File: src/rtl/seq_mult_pkg.sv
// rtl/seq_mult_pkg.sv - shared state encoding and iteration constants for seq_mult32
package seq_mult_pkg;

  typedef enum logic [1:0] {
    S_IDLE = 2'd0,
    S_RUN  = 2'd1,
    S_FIX  = 2'd2,
    S_DONE = 2'd3
  } state_e;

  localparam int SEQ_MULT_ITER  = 32;
  localparam int SEQ_MULT_CNT_W = 5;

endpackage

File: src/rtl/mult_add_shift.sv
// rtl/mult_add_shift.sv - one radix-2 shift-and-add step; the add carry-out becomes the new top bit
module mult_add_shift #(
  parameter int WIDTH = 32
) (
  input  logic [WIDTH-1:0] acc_hi,
  input  logic [WIDTH-1:0] acc_lo,
  input  logic [WIDTH-1:0] mcand,
  output logic [WIDTH-1:0] acc_hi_nxt,
  output logic [WIDTH-1:0] acc_lo_nxt
);

  logic [WIDTH:0] sum;

  always_comb begin
    sum = {1'b0, acc_hi};
    if (acc_lo[0]) begin
      sum = {1'b0, acc_hi} + {1'b0, mcand};
    end
    {acc_hi_nxt, acc_lo_nxt} = {sum, acc_lo[WIDTH-1:1]};
  end

endmodule

File: src/rtl/seq_mult32.sv
// rtl/seq_mult32.sv - multi-cycle 32x32->64 shift-and-add multiplier with start/busy/done handshake
// Signed operation (abs-value capture + FIX negation) is built only with SEQ_MULT_SIGNED_EN defined.
module seq_mult32
  import seq_mult_pkg::*;
#(
  parameter int WIDTH = 32
) (
  input  logic               clk,
  input  logic               rst_n,
  input  logic               start,
  input  logic               signed_op,
  input  logic [WIDTH-1:0]   a,
  input  logic [WIDTH-1:0]   b,
  output logic               busy,
  output logic               done,
  output logic [2*WIDTH-1:0] product
);

  state_e                    state_q, state_d;
  logic [WIDTH-1:0]          mcand_q, mcand_d;
  logic [WIDTH-1:0]          acc_hi_q, acc_hi_d;
  logic [WIDTH-1:0]          acc_lo_q, acc_lo_d;
  logic [SEQ_MULT_CNT_W-1:0] cnt_q, cnt_d;
  logic [2*WIDTH-1:0]        product_q, product_d;

  logic [WIDTH-1:0]          cap_mcand;
  logic [WIDTH-1:0]          cap_lo;
  logic [WIDTH-1:0]          nxt_hi;
  logic [WIDTH-1:0]          nxt_lo;
  logic                      last_iter;

`ifdef SEQ_MULT_SIGNED_EN
  logic                      neg_q, neg_d;
  logic                      cap_neg;
  logic [2*WIDTH-1:0]        acc_neg;

  // |0x80000000| wraps to itself, which is the correct magnitude read as unsigned.
  assign cap_mcand = (signed_op && a[WIDTH-1]) ? (~a + WIDTH'(1)) : a;
  assign cap_lo    = (signed_op && b[WIDTH-1]) ? (~b + WIDTH'(1)) : b;
  assign cap_neg   = signed_op & (a[WIDTH-1] ^ b[WIDTH-1]);
  assign acc_neg   = ~{acc_hi_q, acc_lo_q} + (2*WIDTH)'(1);
`else
  logic                      unused_signed_op;

  assign cap_mcand        = a;
  assign cap_lo           = b;
  assign unused_signed_op = signed_op;
`endif

  mult_add_shift #(.WIDTH(WIDTH)) u_step (
    .acc_hi     (acc_hi_q),
    .acc_lo     (acc_lo_q),
    .mcand      (mcand_q),
    .acc_hi_nxt (nxt_hi),
    .acc_lo_nxt (nxt_lo)
  );

  assign last_iter = (cnt_q == SEQ_MULT_CNT_W'(SEQ_MULT_ITER - 1));

  always_comb begin
    state_d   = state_q;
    mcand_d   = mcand_q;
    acc_hi_d  = acc_hi_q;
    acc_lo_d  = acc_lo_q;
    cnt_d     = cnt_q;
    product_d = product_q;
`ifdef SEQ_MULT_SIGNED_EN
    neg_d     = neg_q;
`endif
    case (state_q)
      S_IDLE, S_DONE: begin
        state_d = S_IDLE;
        if (start) begin
          state_d  = S_RUN;
          mcand_d  = cap_mcand;
          acc_hi_d = '0;
          acc_lo_d = cap_lo;
          cnt_d    = '0;
`ifdef SEQ_MULT_SIGNED_EN
          neg_d    = cap_neg;
`endif
        end
      end
      S_RUN: begin
        acc_hi_d = nxt_hi;
        acc_lo_d = nxt_lo;
        cnt_d    = cnt_q + SEQ_MULT_CNT_W'(1);
        if (last_iter) begin
`ifdef SEQ_MULT_SIGNED_EN
          if (neg_q) begin
            state_d = S_FIX;
          end else begin
            state_d   = S_DONE;
            product_d = {nxt_hi, nxt_lo};
          end
`else
          state_d   = S_DONE;
          product_d = {nxt_hi, nxt_lo};
`endif
        end
      end
`ifdef SEQ_MULT_SIGNED_EN
      S_FIX: begin
        {acc_hi_d, acc_lo_d} = acc_neg;
        product_d            = acc_neg;
        state_d              = S_DONE;
      end
`endif
      default: state_d = S_IDLE;
    endcase
  end

  always_ff @(posedge clk or negedge rst_n) begin
    if (!rst_n) begin
      state_q   <= S_IDLE;
      mcand_q   <= '0;
      acc_hi_q  <= '0;
      acc_lo_q  <= '0;
      cnt_q     <= '0;
      product_q <= '0;
`ifdef SEQ_MULT_SIGNED_EN
      neg_q     <= 1'b0;
`endif
    end else begin
      state_q   <= state_d;
      mcand_q   <= mcand_d;
      acc_hi_q  <= acc_hi_d;
      acc_lo_q  <= acc_lo_d;
      cnt_q     <= cnt_d;
      product_q <= product_d;
`ifdef SEQ_MULT_SIGNED_EN
      neg_q     <= neg_d;
`endif
    end
  end

  assign busy    = (state_q == S_RUN) || (state_q == S_FIX);
  assign done    = (state_q == S_DONE);
  assign product = product_q;

endmodule

File: config.mk
export PLATFORM = sky130hd
export DESIGN_NAME = seq_mult32
export DESIGN_NICKNAME = d
export VERILOG_FILES = /design/src/rtl/seq_mult_pkg.sv /design/src/rtl/mult_add_shift.sv /design/src/rtl/seq_mult32.sv
export SDC_FILE = /design/constraint.sdc
export NUM_CORES = 1
export LEC_CHECK = 0
export ABC_AREA = 1
export CELL_PAD_IN_SITES_DETAIL_PLACEMENT = 1
export CELL_PAD_IN_SITES_GLOBAL_PLACEMENT = 2
export CORE_MARGIN = 4
export CORE_UTILIZATION = 26
export CTS_CLUSTER_DIAMETER = 50
export CTS_CLUSTER_SIZE = 10
export DETAILED_ROUTE_END_ITERATION = 12
export PLACE_DENSITY = 0.77
export SLEW_MARGIN = 0
export SYNTH_ARGS = -nofsm -noshare
export SYNTH_HDL_FRONTEND = slang
export SYNTH_SLANG_ARGS = --single-unit
export TNS_END_PERCENT = 20
File: constraint.sdc
create_clock -name clk -period 5.6 [get_ports clk]
set_input_delay 0.56 -clock clk [delete_from_list [all_inputs] [get_ports clk]]
set_output_delay 0.56 -clock clk [all_outputs]
set_load 0.05 [all_outputs]
Yosys cells after proc, flatten, opt, wreduce, memory -nomap -nowiden
Cells that the tools add are included.
W data, S select, Z words.
{ "totals": {"ff_bits": 167, "in_bits": 68, "out_inout_bits": 66, "wordCells": 31} }
{ "classes": {"n_addsub": 2, "n_eq_ne": 6, "n_mux": 10, "reduce_logical": 7} }
{ "ops": {"columns": ["cell", "n"], "rows": [
  ["$pmux W32 S2", 2],
  ["$mux W32", 2],
  ["$add A32 B32 Y33", 1],
  ["$mux W33", 1],
  ["$pmux W5 S2", 1],
  ["$reduce_and A2 Y1", 3],
  ["$add A5 B1 Y5 const B", 1],
  ["$eq A5 B5 Y1 const B", 1],
  ["$mux W5", 1],
  ["$eq A2 B2 Y1 const B", 2],
  ["$ne A2 B2 Y1 const B", 2],
  ["$pmux W2 S2", 1],
  ["$eq A2 B1 Y1 const B", 1],
  ["$logic_not A2 Y1", 1],
  ["$mux W2", 1],
  ["$reduce_bool A2 Y1", 1],
  ["$reduce_or A2 Y1", 1],
  ["$logic_or A1 B1 Y1", 1],
  ["$mux W1", 1]
]} }

Depth between registers and ports, before layout
Gate-level depths: netlist of the first run.
{ "depth": {"word_depth": 4, "depth_mapped": 13, "depth_no_buf": 13} }

Modules after synthesis
From an unflattened synthesis of the first run, not the netlist that was laid out.
{ "unflattened": {"hier_cells": 1348, "area_unflattened_um2": 9725.6} }
{ "by_module_without_submodules": {"columns": ["mod", "instances", "cells_each", "area_per_inst_um2"], "rows": [
  ["seq_mult32", 1, 732, 6708.9],
  ["mult_add_shift", 1, 616, 3016.6]
]} }

Least setup slack after synthesis of the first run
Ideal clock, no wire load.
{ "synth_path": {"path_kind": "flip-flop to flip-flop", "start": "register mcand_q[0]", "end": "register acc_hi_q[19]", "setup_time_ns": 0.134, "arrival_ns": 1.773, "path_slack_ns": 3.693, "path_stages_with_launch": 13, "path_buffers": 0, "synth_period_minus_slack_ns": 1.907, "cell_sequence": "dfrtp_1 -> ha_1 -> fa_1 -> nand3_1 -> nand3_1 -> nand3_1 -> nand3_1 -> nand2_1 -> nand2_1 -> nand2_1 -> nand3_1 -> nand3_1 -> o21ai_0"} }
{ "synth_between": {"elab_chain_cells": 3} }
{ "synth_lines": {"columns": ["item", "line", "text"], "rows": [
  ["from (decl)", "seq_mult32.sv:20", "logic [WIDTH-1:0] mcand_q, mcand_d;"],
  ["from (signal assigned)", "seq_mult32.sv:126", "mcand_q <= mcand_d;"],
  ["$add A32 B32 Y33", "mult_add_shift.sv:17", "sum = {1'b0, acc_hi} + {1'b0, mcand};"],
  ["$mux W33", "mult_add_shift.sv:16", "if (acc_lo[0]) begin"],
  ["$pmux W32 S2", "seq_mult32.sv:70", "case (state_q)"],
  ["to (signal assigned)", "seq_mult32.sv:127", "acc_hi_q <= acc_hi_d;"],
  ["to (decl)", "seq_mult32.sv:21", "logic [WIDTH-1:0] acc_hi_q, acc_hi_d;"]
]} }
Every way passes these cells.
A chain may end at the register's enable or synchronous reset.

Worst setup path after layout of the first run
{ "layout_path": {"start": "register state_q[0]", "end": "register acc_lo_q[31]"} }
{ "layout_between": {"elab_chain_cells": 4, "elab_cells_between_ends": 8} }
{ "layout_lines": {"columns": ["item", "line", "text"], "rows": [
  ["from (decl)", "seq_mult32.sv:19", "state_e state_q, state_d;"],
  ["from (signal assigned)", "seq_mult32.sv:125", "state_q <= state_d;"],
  ["$eq A2 B2 Y1 or $logic_not A2 Y1 (tied branches)", "seq_mult32.sv:70", null],
  ["$reduce_or A2 Y1", "seq_mult32.sv:70", null],
  ["$ne A2 B2 Y1 (no line) or $reduce_bool A2 Y1 (tied branches)", null, null],
  ["$reduce_and A2 Y1 (no line)", null, null],
  ["to (signal assigned)", "seq_mult32.sv:128", "acc_lo_q <= acc_lo_d;"],
  ["to (decl)", "seq_mult32.sv:22", "logic [WIDTH-1:0] acc_lo_q, acc_lo_d;"]
]} }
Several ways; a longest one is shown, not always the timed one.

==> results of run 1 <==
[flip-flops by register name, summed over array words and instances (netlist names)]
signal / count
acc_lo_q: 32
cnt_q: 5
state_q: 2
product: 64
acc_hi_q: 32
mcand_q: 32
[worst min path at each step]
| stage | to | from | cells after the start | slack, ps |
|---|---|---|---|---|
| CTS | mcand_q[24]$_DFFE_PN0P_ | rst_n | 1 | 160 |
| detailed placement | product[47]$_DFFE_PN0P_ | product[47]$_DFFE_PN0P_ | 2 | 470 |
| global placement | product[47]$_DFFE_PN0P_ | product[47]$_DFFE_PN0P_ | 2 | 470 |
| finish | mcand_q[24]$_DFFE_PN0P_ | rst_n | 1 | 120 |
| global route | mcand_q[24]$_DFFE_PN0P_ | rst_n | 1 | 190 |
| floorplan | acc_hi_q[0]$_DFFE_PN0P_ | rst_n | 0 | 260 |
[synthesized netlist by cell type (all sizes together)]
cell / number
nand4: 4
a21o: 1
nand3b: 1
dfrtp: 167
a21oi: 27
nand3: 92
nor2: 46
nor4: 1
o211ai: 33
nand2: 414
o21ai: 99
nor3: 4
clkbuf: 24
a22o: 1
xnor2: 14
clkinv: 1
inv: 169
o22ai: 3
mux2: 32
or2: 12
ha: 37
and2: 2
o21bai: 3
buf: 19
nor3b: 1
fa: 1
[routing by layer]
metal  GRT usage, %  wire length (um)  up-vias
met5              0                 0        -
met1           21.1             14200     3971
li1               -                 -     4076
met4           4.95               599        0
met2           23.5             12700      131
met3           3.95              1380       37
[power by group through the flow]
stage	Clock, mW	Sequential (mW)	Combinational [mW]
after floorplan	0	1.71	2.57
after global placement	0	1.80	3.37
after detailed placement	0	1.81	3.44
after CTS	1.25	1.79	3.46
after global routing	1.30	1.83	3.94
final	1.21	1.78	3.41
[cells by family after synthesis]
group | synth area share [%]
xor gates and xnor gates | 1.31
AOI/OAI and AO/OA | 10.1
muxes | 3.85
DFF | 44.6
and+or+nand+nor | 25.9
adders and majority gates | 5.16
buffers and inverters | 9.01
[cell type report]
type / count / area (sq um) / area share [%]
tap: 461 / 577 / 4.92
timing repair buffer: 138 / 1370 / 11.7
multi-input combinational: 828 / 4370 / 37.3
inverter: 170 / 638 / 5.44
sequential: 167 / 4180 / 35.7
clock buffer: 20 / 447 / 3.81
clock inverter: 12 / 144 / 1.23
[layout by cell type, fill, tap and decap left out, types with 3 or more instances in the layout]
master	instances
clkinv_4	3
xnor2_1	14
o21ai_0	94
inv_6	3
nand2_2	14
inv_1	167
a21oi_1	26
nand3_2	8
nor2_1	44
o21ai_1	3
nand4_1	4
nor3_1	3
nand3_1	84
dfrtp_1	167
o211ai_1	33
clkbuf_16	17
buf_4	6
mux2_2	32
clkdlybuf4s50_1	131
nand2_1	399
o22ai_1	3
or2_2	12
ha_1	36
[stage by stage]
stage | power, mW | hold WS, ps | setup WS (ps) | utilization, % | cell area, sq um
6_report | 6.41 | 120 | 2530 | 32.9 | 11700
5_1_grt | 7.06 | 185 | 2180 | 32.9 | 11700
4_1_cts | 6.51 | 155 | 2450 | 32.9 | 11700
3_5_place_dp | 5.26 | 468 | 2390 | 31.3 | 11100
3_3_place_gp | 5.17 | 466 | 2430 | 31.3 | 11100
2_1_floorplan | 4.27 | 264 | 3690 | - | 9360
==> results.toml, run 1 <==
[global_route]
antenna_found_initial = 0
grt_pass1_wl_um = 47600
grt_max_degree = 103
track_usage_pct = 15.3
grt_pass1_vias = 8856
gr-total-overflow = 0

[synthesis]
yosys-top-cells-area = "dfrtp_1, nand2_1, inv_1, o21ai_0, ha_1"
synth_seq_cells = 167
synthCells = 1208
yosysSeqAreaShare_pct = 44.6
yosys.area.top_type = "dfrtp_1"
synth.avg_cell_area_sq_um = 7.75
yosysUniqueCellTypes = 38
yosys_warnings = 0
synthesis.area_sq_um = 9360
syn_nets = 1314
yosysTopAreaCellShare_pct = 44.6

[critical_path]
criticalPathCategory = "flop to flop"
rrSetupSlack_ps = 2530
reg2reg_to = "acc_lo_q[31]$_DFFE_PN0P_"
worstPathArrival_ps = 3440
crit_path_max_incr_delay_ps = 630
worst_r2r_path_depth = 7
crit_start = "state_q[0]$_DFFE_PN0P_"
crit_required_ps = 5960
critical-path-slowest-cell = "nand2_2"
cp_top_family = "compound AO/OA/AOI/OAI gates"
r2r_start = "state_q[0]$_DFFE_PN0P_"
path_cells = "inv_1, ha_1, nand2_2, o21ai_4, buf_4, o21ai_0, o22ai_1"
critical_path.max_fanout = 66
path_depth = 7
start_kind = "flop"
setup.worst_path.end_class = "flop"
critPathBufInv = 2
endpoint = "acc_lo_q[31]$_DFFE_PN0P_"

[floorplan]
core_area_sq_um = 35600
die_w_um = 198
die_h_um = 198
initial_utilization_pct = 26.3
num_rows = 69
io_pins = 134
dieArea_sq_um = 39100

[worst_hold_path]
hold_class = "input pin to async pin"

[clock_network]
cts_sinks = 167
cts_tree = "done"
cts-hold-fix-buffers = 0
cts_setup_buffers = 0
cts.path.max_buffers = 2
htreeDepth = 4
cts_root_buf = "clkbuf_16"
path_clk_slew_ps = 70
cts_resized = 0
clkLatencyLatePin_ps = 440
numCtsBuffers = 17

[layout]
layout-drive-gt1-share_pct = 8.54
nets = 1428
antenna_cells = 0
fillerInstances = 4312
fin_cells = 1796
syn_to_final_growth_pct = 25.2

[place]
dp_hpwl_um = 21800
dpl.cell_count = 1764
io_buffers = 132
gp_congestion = 0.814

[detailed_routing]
antenna_left = 0
avgRoutedWirePerCell_um = 16.1
drtPass1Iterations = 4
finalWirelength_um = 29000
drc_errors = 0
drt_iter0_drc = 311
vias = 8215
via_per_inst = 4.57

[timing]
period_needed_ps = 3070
worst_pin_slew_ps = 1050
hold_viol = 0
max_slew_margin_pct = 29.6
rsz0062_at_grt = "no"
fin_tns_setup_ps = 0
drv_slew = 0
fin_crit_sh_pct = 54.9
finalSetupViolCount = 0
clock.fmax_mhz = 325
fin_skew_ps = 11.0

[power]
p_seq_share_pct = 27.8
power_leakage_nw = 5.83
clock_power_share_pct = 18.9
p_comb_share_pct = 53.2
p_int_mw = 3.42
switching_share_pct = 46.7
power_density_nw_per_um2 = 547
vdd_ir_drop_max_v = 0.000232
p_sw_mw = 2.99

[job]
cap_viol_max_count = 0

[run_status]
status = "completed"
Power figures use the tool's default switching activity.
==> run 2: changes to the inputs <==
Settings changed: PLACE_DENSITY 0.77 to 0.8.
Clock period 5.6 ns to 2.71 ns, I/O delays scaled along.
==> run 2 against run 1 <==
Register-to-register slack worse by 2100 ps; clock power is 110% higher; critical path type is now flop to primary output; largest power group unchanged; highest routed layer unchanged; combinational power is 110% higher.
==> results.toml, run 2 (same netlist as run 1, synthesis figures left out) <==
[run_status]
status = "completed"

[floorplan]
io_pins = 134
die_w_um = 198
dieArea_sq_um = 39100
core_area_sq_um = 35600
num_rows = 69
initial_utilization_pct = 26.3
die_h_um = 198

[critical_path]
critical-path-slowest-cell = "clkdlybuf4s50_1"
start_kind = "flop"
cp_top_family = "buffers and inverters"
worstPathArrival_ps = 2220
path_depth = 4
worst_r2r_path_depth = 12
path_common_cell = "inv_1"
path_cells = "inv_1, ha_1, inv_1, clkdlybuf4s50_1"
criticalPathCategory = "flop to primary output"
crit_path_max_incr_delay_ps = 840
setup.worst_path.end_class = "primary output"
critical_path.max_fanout = 4
critPathBufInv = 3
crit_required_ps = 2440

[detailed_routing]
avgRoutedWirePerCell_um = 15.9
antenna_left = 0
drtPass1Iterations = 4
finalWirelength_um = 28700
drt_iter0_drc = 229
via_per_inst = 4.53
vias = 8175
drc_errors = 0

[place]
io_buffers = 132
dp_hpwl_um = 22200
gp_congestion = 0.829
dpl-instance-area_sq_um = 11200

[timing]
worst_pin_slew_ps = 795
rsz0062_at_grt = "no"
fin_tns_setup_ps = 0
fin_crit_sh_pct = 91.9
clock.fmax_mhz = 402
period_needed_ps = 2490
fin_skew_ps = 10.6
max_slew_margin_pct = 47.0
finalSetupViolCount = 0
hold_viol = 0
drv_slew = 0

[layout]
largest_reg_flops = 64
utilization_pct = 33.3
antenna_cells = 0
final_common_cell = "nand2_1"
syn_to_final_growth_pct = 26.6
nets = 1436
final_area_sq_um = 11900
layout-drive-gt1-share_pct = 9.02
layout_common_cells = "nand2_1, inv_1, dfrtp_1"

[clock_network]
path_clk_slew_ps = 70
cts_tree = "done"
clkLatencyLatePin_ps = 430
cts_root_buf = "clkbuf_16"
cts.path.max_buffers = 2
htreeDepth = 4
cts_sinks = 167
numCtsBuffers = 17
cts_resized = 0

[job]
cap_viol_max_count = 0

[global_route]
grt_max_degree = 74
antenna_found_initial = 0
grt_pass1_wl_um = 47300
grt_pass1_vias = 8832
track_usage_pct = 15.1
gr-total-overflow = 0

[worst_hold_path]
hold_class = "input pin to async pin"

[power]
power_density_nw_per_um2 = 1130
vdd_ir_drop_max_v = 0.000448
p_total_mw = 13.4
power_leakage_nw = 5.91
[run 2: changes by cell type in the layout (fill, tap and decap cells not counted), sizes merged]
cell         change
clkbuf           -2
buf              +7
dlygate4sd3      +1
inv              +2
bufinv           +1
clkinvlp         -2
[run 2: stage by stage]
step | setup slack (ps) | hold slack (ps) | std cells
after detailed placement | 386 | 288 | 1771
after global placement | 452 | 288 | 1771
after floorplan | 803 | -24.6 | 1208
final | 220 | 373 | 1803
after CTS | 179 | 386 | 1803
after global routing | 118 | 426 | 1803
[run 2: area by class of cell]
class | instances | area (sq um)
Inverter | 170 | 638
Fill cell | 4335 | 23700
Sequential cell | 167 | 4180
Timing Repair Buffer | 146 | 1480
Clock buffer | 18 | 429
Tap cell | 461 | 577
Clock inverter | 13 | 186
Multi-Input combinational cell | 828 | 4360
[run 2: what timing repair did]
action / CTS / global route
hold endpoints to repair: 54 / 0
setup endpoints to repair: 0 / 0
hold buffers: 1 / 0
setup buffers: 0 / 0
[run 2: power by group]
part,switching [mW],internal [mW]
logic,4.54,2.50
registers,0.522,3.22
clock network,1.10,1.48
[run 2: worst paths after layout]
path,from,to,slack (ps)
max in group asynchronous,rst_n,acc_lo_q[29]$_DFFE_PN0P_,1530
worst min register to register,product[48]$_DFFE_PN0P_,product[48]$_DFFE_PN0P_,480
min in group clk,a[5],mcand_q[5]$_DFFE_PN0P_,450
worst min-delay path,rst_n,mcand_q[25]$_DFFE_PN0P_,370
worst max-delay path,state_q[0]$_DFFE_PN0P_,busy,220
worst max register to register,mcand_q[0]$_DFFE_PN0P_,product[55]$_DFFE_PN0P_,410
[run 2: per-layer routing]
| metal | GRT usage, % | up-vias | share of wire (%) |
|---|---|---|---|
| met5 | 0 | - | 0 |
| met4 | 3.98 | 0 | 1.5 |
| met3 | 3.51 | 24 | 4.2 |
| met2 | 24.6 | 113 | 46 |
| met1 | 20.2 | 3969 | 48 |
| li1 | - | 4069 | - |
